==> src/rtl/stream_demux_1n.sv <==
`default_nettype none
// ============================================================================
// Module : stream_demux_1n
// Registered 1-to-N valid/ready stream demultiplexer with packet lock and a
// saturating counter of beats discarded for out-of-range destinations.
// Rev    : 1.0  initial release
// ============================================================================
module stream_demux_1n #(
  parameter int DATA_W = 8,
  parameter int N_CH   = 8,
  parameter int SEL_W  = $clog2(N_CH),
  parameter int CNT_W  = 8
) (
  input  logic                   clk,
  input  logic                   rst_n,
  input  logic                   in_valid,
  output logic                   in_ready,
  input  logic [DATA_W-1:0]      in_data,
  input  logic [SEL_W-1:0]       in_sel,
  input  logic                   in_last,
  output logic [N_CH-1:0]        out_valid,
  input  logic [N_CH-1:0]        out_ready,
  output logic [N_CH*DATA_W-1:0] out_data,
  output logic [N_CH-1:0]        out_last,
  output logic [CNT_W-1:0]       drop_cnt
);

  localparam logic [0:0]     c_IDLE = 1'b0;
  localparam logic [0:0]     c_LOCK = 1'b1;
  localparam logic [SEL_W:0] c_N_CH = (SEL_W+1)'(N_CH);

  logic [0:0]       r_state;
  logic [SEL_W-1:0] r_locked_sel;
  logic [CNT_W-1:0] r_drop;

  logic [SEL_W-1:0] w_tgt;
  logic             w_tgt_ok;
  logic [N_CH-1:0]  w_free;
  logic             w_acc;

  assign w_tgt    = (r_state == c_LOCK) ? r_locked_sel : in_sel;
  assign w_tgt_ok = ({1'b0, w_tgt} < c_N_CH);
  // Out-of-range targets act as an always-ready sink so the packet drains.
  assign in_ready = rst_n && (w_tgt_ok ? w_free[w_tgt] : 1'b1);
  assign w_acc    = in_valid && in_ready;
  assign drop_cnt = r_drop;

  genvar k;
  generate
    for (k = 0; k < N_CH; k++) begin : g_ch
      logic              w_wr;
      logic              r_vld;
      logic              r_lst;
      logic [DATA_W-1:0] r_dat;

      assign w_wr = w_acc && w_tgt_ok && (w_tgt == SEL_W'(k));
      // A draining slot counts as free so a new beat can enter the same cycle.
      assign w_free[k] = !r_vld || out_ready[k];
      assign out_valid[k] = r_vld;
      assign out_last[k]  = r_lst;
      assign out_data[k*DATA_W +: DATA_W] = r_dat;

      always_ff @(posedge clk or negedge rst_n) begin
        if (!rst_n) begin
          r_vld <= 1'b0;
          r_lst <= 1'b0;
          r_dat <= '0;
        end else if (w_wr) begin
          r_vld <= 1'b1;
          r_lst <= in_last;
          r_dat <= in_data;
        end else if (out_ready[k]) begin
          r_vld <= 1'b0;
        end
      end
    end
  endgenerate

  always_ff @(posedge clk or negedge rst_n) begin
    if (!rst_n) begin
      r_drop <= '0;
    end else if (w_acc && !w_tgt_ok && (r_drop != {CNT_W{1'b1}})) begin
      r_drop <= r_drop + CNT_W'(1);
    end
  end

  // Destination is captured on the first beat and held until the last beat.
  always_ff @(posedge clk or negedge rst_n) begin
    if (!rst_n) begin
      r_state      <= c_IDLE;
      r_locked_sel <= '0;
    end else if (w_acc) begin
      case (r_state)
        c_IDLE: begin
          if (!in_last) begin
            r_state      <= c_LOCK;
            r_locked_sel <= in_sel;
          end
        end
        c_LOCK: begin
          if (in_last) r_state <= c_IDLE;
        end
        default: r_state <= c_IDLE;
      endcase
    end
  end

endmodule
`default_nettype wire
==> config.mk <==
export PLATFORM = sky130hd
export DESIGN_NAME = stream_demux_1n
export DESIGN_NICKNAME = d
export VERILOG_FILES = /design/src/rtl/stream_demux_1n.sv
export SDC_FILE = /design/constraint.sdc
export NUM_CORES = 1
export LEC_CHECK = 0
export BUFFER_PORTS_ARGS = -buffer_cell sky130_fd_sc_hd__buf_2
export CORE_MARGIN = 1.5
export CORE_UTILIZATION = 50
export CTS_CLUSTER_SIZE = 25
export DETAILED_ROUTE_END_ITERATION = 10
export MAX_ROUTING_LAYER = met4
export PLACE_DENSITY_LB_ADDON = 0.15
export SKIP_LAST_GASP = 1
export SYNTH_ARGS = -nofsm -noshare
export SYNTH_HDL_FRONTEND = slang
export SYNTH_SLANG_ARGS = --single-unit
export TNS_END_PERCENT = 5
==> constraint.sdc <==
create_clock -name clk -period 2.8 [get_ports clk]
set_input_delay 0.14 -clock clk [delete_from_list [all_inputs] [get_ports clk]]
set_output_delay 0.14 -clock clk [all_outputs]
set_load 0.02 [all_outputs]
==> out/metrics.cfg, run 1 <==
[run_status]
status = complete, no violations

[detailed_routing]
drt_iter0_markers = 77
wl_mm = 7.40
antenna_left = 0
drt-pass1-iter-count = 4
wl_per_cell_um = 16.7
viasPerCell = 5.03
drcViolationCount = 0
dr_total_vias = 2223

[job]
drv_cap = 0

[critical_path]
endpoint_kind = register
cp.required_ns = 3.03
criticalPathCategory = reg -> reg
arrival_ns = 2.58
cp_max_fo = 10
startpoint_type = register

[die]
dieArea_um2 = 7520
start_util_pct = 51.6
rows = 30
fp.dieH_um = 86.7
die_x_um = 86.7
core_area_um2 = 6790
io_pins = 112

[cts]
htreeDepth = 3
clkLatencyLatePin_ns = 0.35
cts_tree = built
root_buffer = clkbuf_8
cts_buffers = 9
clockBufferDepth = 2
path_clk_slew_ns = 0.09
clock_sink_count = 84
post_cts_resized = 0

[power]
vdd_drop_max_uv = 578
powerDensity_nw_per_um2 = 1190
power_leakage_nw = 2.19

[logic_synthesis]
synth-simple-area-share_pct = 7.21
synth_largest_area_cell = dfrtp_1
synthTopCellsByArea = dfrtp_1 60%, mux2_2 23%, buf_4 5.1%
synth_fa_ha_area_share_pct = 0
synth.most_common_cell = dfrtp_1
synth_cell_type_count = 28
synth-async-reset-ratio_pct = 100
synth_mux_area_share_pct = 24.6
yosysWarnings = 0
yosys_most_used_dff = dfrtp_1
yosysSeqAreaShare_pct = 60.0
synth_seq_cells = 84
synth_edf_count = 0
avgSynthCellArea_um2 = 14.4
syn_area_um2 = 3510
netlist.area_leader.share_pct = 60.0
synth_common_cells = 84 x dfrtp_1, 73 x mux2_2, 24 x buf_4
synth_xor_area_share_pct = 0
synth_top_family_by_area = multiplexers
synth_compound_area_share_pct = 2.11
syn_inst = 243

[final_layout]
syn_to_final_growth_pct = 20.6
postLayoutCellArea_um2 = 4230
seq_area_um2 = 2100
num-fill-cells = 567
n_antenna_cell = 0
multi_input_area_um2 = 1220
finalNetCount = 364
drive_above_1_share_pct = 60.1

[sta]
rsz0062_at_grt = false
finalHoldViolations = 0
setup_viol = 0
hold_ws_ns = 0.0683
slew_viol_final = 0
tightest_slew_ns = 0.602
slew_headroom_pct = 59.9
post-route-period-util_pct = 83.6
skew_ns = 0.0131
min_period_ns = 2.34
final.setup.tns_ns = 0
fmax_ghz = 0.427

[global_route]
met1_usage_pct = 28.5
grt_start_max_net_pins = 50
grt_remaining_overflow = 0
use_met3_pct = 7.24
antenna_found_initial = 0
grt_usage_pct = 21.5
grt_pass1_wl_mm = 11.4
grt_pass1_vias = 2084
busiest_layer = met2
met2_usage_pct = 31.5

[placement]
io_buffers = 103
gp_congestion = 0.877
hpwlAfterDp_mm = 5.07
dpl_cell_area_um2 = 3990

[min_path]
min_path_type = in -> reg

## cell type report
| type | count | area share (%) |
|---|---|---|
| clock buffers | 10 | 3.26 |
| inverters | 1 | 0.0888 |
| well taps | 96 | 2.84 |
| clock inverters | 6 | 2.22 |
| multi-input cells | 138 | 28.9 |
| flip-flops and latches | 84 | 49.7 |
| repair buffers | 107 | 13.0 |
## routing by layer
metal / share of wire (%) / routed length, um
met1: 46 / 3370
met4: 1.3 / 97
met3: 5.4 / 401
met5: 0 / 0
met2: 48 / 3530
## state kept, by name, indices dropped and copies added, names as in the netlist
signal        cells
g_ch.r_dat       64
g_ch.r_lst        8
g_ch.r_vld        8
r_locked_sel      3
r_state           1
## through the flow
step	cells	total power (W)	util [%]	worst slack [ns]
finish	442	0.00503	62.2	0.459
global route	442	0.00530	62.2	0.313
CTS	442	0.00508	62.2	0.472
detailed placement	425	0.00409	58.7	0.486
global placement	425	0.00405	58.7	0.544
floorplan	250	0.00348	-	0.778
## timing repair
action                                  in CTS  in global routing
buffers inserted                             0                  0
hold buffers                                 1                  0
endpoints found under the setup margin       0                  0
endpoints found under the hold margin       36                  0
## final timing paths
check	from	endpoint	slack (ns)	cells after the start
hold reg to reg	g_ch[4].r_dat[0]$_DFFE_PN0P_	g_ch[4].r_dat[0]$_DFFE_PN0P_	0.50	1
min in group asynchronous	rst_n	r_state$_DFFE_PN0P_	0.29	2
setup / recovery	r_state$_DFFE_PN0P_	g_ch[4].r_dat[0]$_DFFE_PN0P_	0.46	6
max in group asynchronous	rst_n	g_ch[3].r_vld$_DFFE_PN0P_	1.53	3
setup reg to reg	r_state$_DFFE_PN0P_	g_ch[4].r_dat[0]$_DFFE_PN0P_	0.46	6
hold / removal	out_ready[7]	g_ch[7].r_vld$_DFFE_PN0P_	0.07	3
## logic make-up after synthesis
kind of cell    after synthesis
simple gates                 43
mux                          77
buf+inv                      28
flops                        84
compound gates               10
other cells                   1
## worst max-delay path, stage by stage (launching register included)
cell and delay (ns):
dfrtp_1 0.51, or3b_2 0.20, a21oi_1 0.07, a2111o_1 0.45, nor3_4 0.32, nand2_2 0.29
mux2_1 0.39
## placed cells by master, fill, tap and decap left out, types with 2 or more instances in the layout
| master | instances |
|---|---|
| buf_2 | 102 |
| dfrtp_1 | 84 |
| mux2_2 | 73 |
| nand2_1 | 11 |
| clkbuf_8 | 10 |
| conb_1 | 8 |
| nand2_2 | 7 |
| nand2b_1 | 6 |
| a21oi_1 | 6 |
| buf_4 | 4 |
| nand3b_1 | 3 |
| mux2i_1 | 3 |
| nor2b_1 | 2 |
| or3b_2 | 2 |
| nand3_1 | 2 |
| a2111o_1 | 2 |
| and2_1 | 2 |
| nor2_1 | 2 |
| bufinv_16 | 2 |
| inv_6 | 2 |
## where the power goes
part / switching [W] / internal, W
clock: 0.000440 / 0.000534
sequential: 0.000284 / 0.00175
combinational: 0.00119 / 0.000837
(Power assumes the default switching activity.)
==> inputs of run 2 (changes only) <==
- CORE_UTILIZATION: 50 -> 46
- clock period: 2.8 -> 2.05 ns (I/O delays scaled with it)
==> out/metrics.cfg, run 2 (synthesis gave the netlist of run 1 again) <==
[placement]
dpl_cell_area_um2 = 4210
io_buffers = 103
hpwlAfterDp_mm = 5.75
gp_congestion = 0.898
pre_cts_ws_ns = -0.163

[final_layout]
mostFrequentLayoutCells = 101 x buf_2, 83 x dfrtp_1, 73 x mux2_2, 24 x buf_4
syn_to_final_growth_pct = 29.7
n_antenna_cell = 0
num-fill-cells = 595
largest_registers = g_ch.r_dat (64), g_ch.r_lst (8), g_ch.r_vld (8)
multi_input_area_um2 = 1280
final_common_cell = buf_2
postLayoutCellArea_um2 = 4550
top_register = g_ch.r_dat
seq_area_um2 = 2100
finalNetCount = 392
drive_above_1_share_pct = 64.2
largest_register_ff_count = 64

[run_status]
status = complete, but fails checks
violations = setup timing

[global_route]
grt_usage_pct = 21.0
grt_remaining_overflow = 0
grt_pass1_wl_mm = 12.7
antenna_found_initial = 0
grt_start_max_net_pins = 55
grt_pass1_vias = 2334

[sta]
tightest_slew_ns = 0.661
post-route-period-util_pct = 109
skew_ns = 0.00713
hold_ws_ns = 0.0483
slew_viol_final = 0
fmax_ghz = 0.448
min_period_ns = 2.23
slew_headroom_pct = 55.9
rsz0062_at_grt = true
setup_viol = 76
finalHoldViolations = 0
setup_slack_ns = -0.183

[cts]
cts_buffers = 9
root_buffer = clkbuf_8
cts_tree = built
path_clk_slew_ns = 0.08
clockBufferDepth = 2
htreeDepth = 3
clkLatencyLatePin_ns = 0.34
clock_sink_count = 84

[power]
p_int_w = 0.00439
vdd_drop_max_uv = 809
power_leakage_nw = 2.34
switchingPower_w = 0.00269
pwr-share-comb_pct = 44.2
finalPower_w = 0.00708
p_seq_share_pct = 39.2
power.share.switching_pct = 38.0
powerDensity_nw_per_um2 = 1560
p_clk_share_pct = 16.7

[detailed_routing]
viasPerCell = 4.94
dr_total_vias = 2337
drt-pass1-iter-count = 4
antenna_left = 0
wl_per_cell_um = 16.8
wl_mm = 7.94
drcViolationCount = 0
drt_iter0_markers = 71

[die]
core_area_um2 = 7330
rows = 31
io_pins = 112
fp.dieH_um = 90.3
start_util_pct = 47.8
die_x_um = 90.3
dieArea_um2 = 8150

[critical_path]
path_cells = buf_4, or3b_4, a21oi_1, a2111o_1, buf_6, mux2i_2, and2_1, buf_6
endpoint_kind = output pin
arrival_ns = 2.13
cp_common_cell = buf_6
criticalPathCategory = reg -> out
startpoint = r_state$_DFFE_PN0P_
cp_max_fo = 5
startpoint_type = register
rr_startpoint = r_state$_DFFE_PN0P_
crit_path_top_delay_cell = dfrtp_2
cp.required_ns = 1.95
cpPeakStageDelay_ns = 0.44

[min_path]
worst_hold_startpoint = out_ready[7]
min_path_type = in -> reg

[job]
drv_cap = 0

run 2: changes by cell type in the layout (fill, tap and decap cells not counted), sizes merged:
cell	change
buf	+28
bufinv	-1
clkbuf	+2
clkinv	+1
inv	-2
run 2: metrics by stage:
| step | std cells | TNS [ns] | utilization, % |
|---|---|---|---|
| finish | 473 | -6.48 | 62.0 |
| global route | 473 | -13.62 | 62.0 |
| CTS | 472 | -7.66 | 61.7 |
| detailed placement | 451 | -7.32 | 57.5 |
| global placement | 451 | -3.67 | 57.5 |
| floorplan | 250 | 0 | - |
run 2: final timing paths:
kind                                                end  slack (ns)  cells past startpoint
setup reg to reg           g_ch[1].r_dat[6]$_DFFE_PN0P_       -0.16                      9
min in group asynchronous   r_locked_sel[2]$_DFFE_PN0P_        0.34                      3
max in group asynchronous  g_ch[1].r_dat[5]$_DFFE_PN0P_        1.15                      3
hold / removal                g_ch[7].r_vld$_DFFE_PN0P_        0.05                      3
setup / recovery                               in_ready       -0.18                      8
hold reg to reg            g_ch[1].r_dat[5]$_DFFE_PN0P_        0.50                      1
run 2: cell type report:
cell class	instances	area share [%]
flip-flops and latches	84	46.3
well taps	99	2.72
repair buffers	135	18.3
inverters	1	0.0826
clock buffers	12	3.41
multi-input cells	138	28.2
clock inverters	4	1.05
run 2: metal layers:
layer  wire, um  track usage [%]
met4        116             7.41
met5          0                -
met2       3800             32.1
met3        372             4.12
met1       3640             28.2
run 2: power groups by stage:
stage | sequential (W) | clock [W] | combinational [W]
global route | 0.00286 | 0.00126 | 0.00332
floorplan | 0.00350 | 0 | 0.00126
finish | 0.00277 | 0.00118 | 0.00313
detailed placement | 0.00280 | 0 | 0.00299
global placement | 0.00277 | 0 | 0.00295
CTS | 0.00278 | 0.00122 | 0.00312
run 2: critical path, delay by kind of cell, from the launching register on:
| family | cells | cell delay [ns] |
|---|---|---|
| AOI/OAI and AO/OA | 2 | 0.32 |
| buffers and inverters | 3 | 0.40 |
| and+or+nand+nor | 2 | 0.57 |
| DFF | 1 | 0.44 |
| muxes | 1 | 0.06 |
run 2: timing repair:
action / 4_1_cts / 5_1_grt
endpoints found under the hold margin: 84 / 0
resized for setup: 17 / 3
hold buffers: 1 / 0
pin swaps: 4 / 1
setup endpoints to repair: 76 / 80
setup buffers: 4 / 1
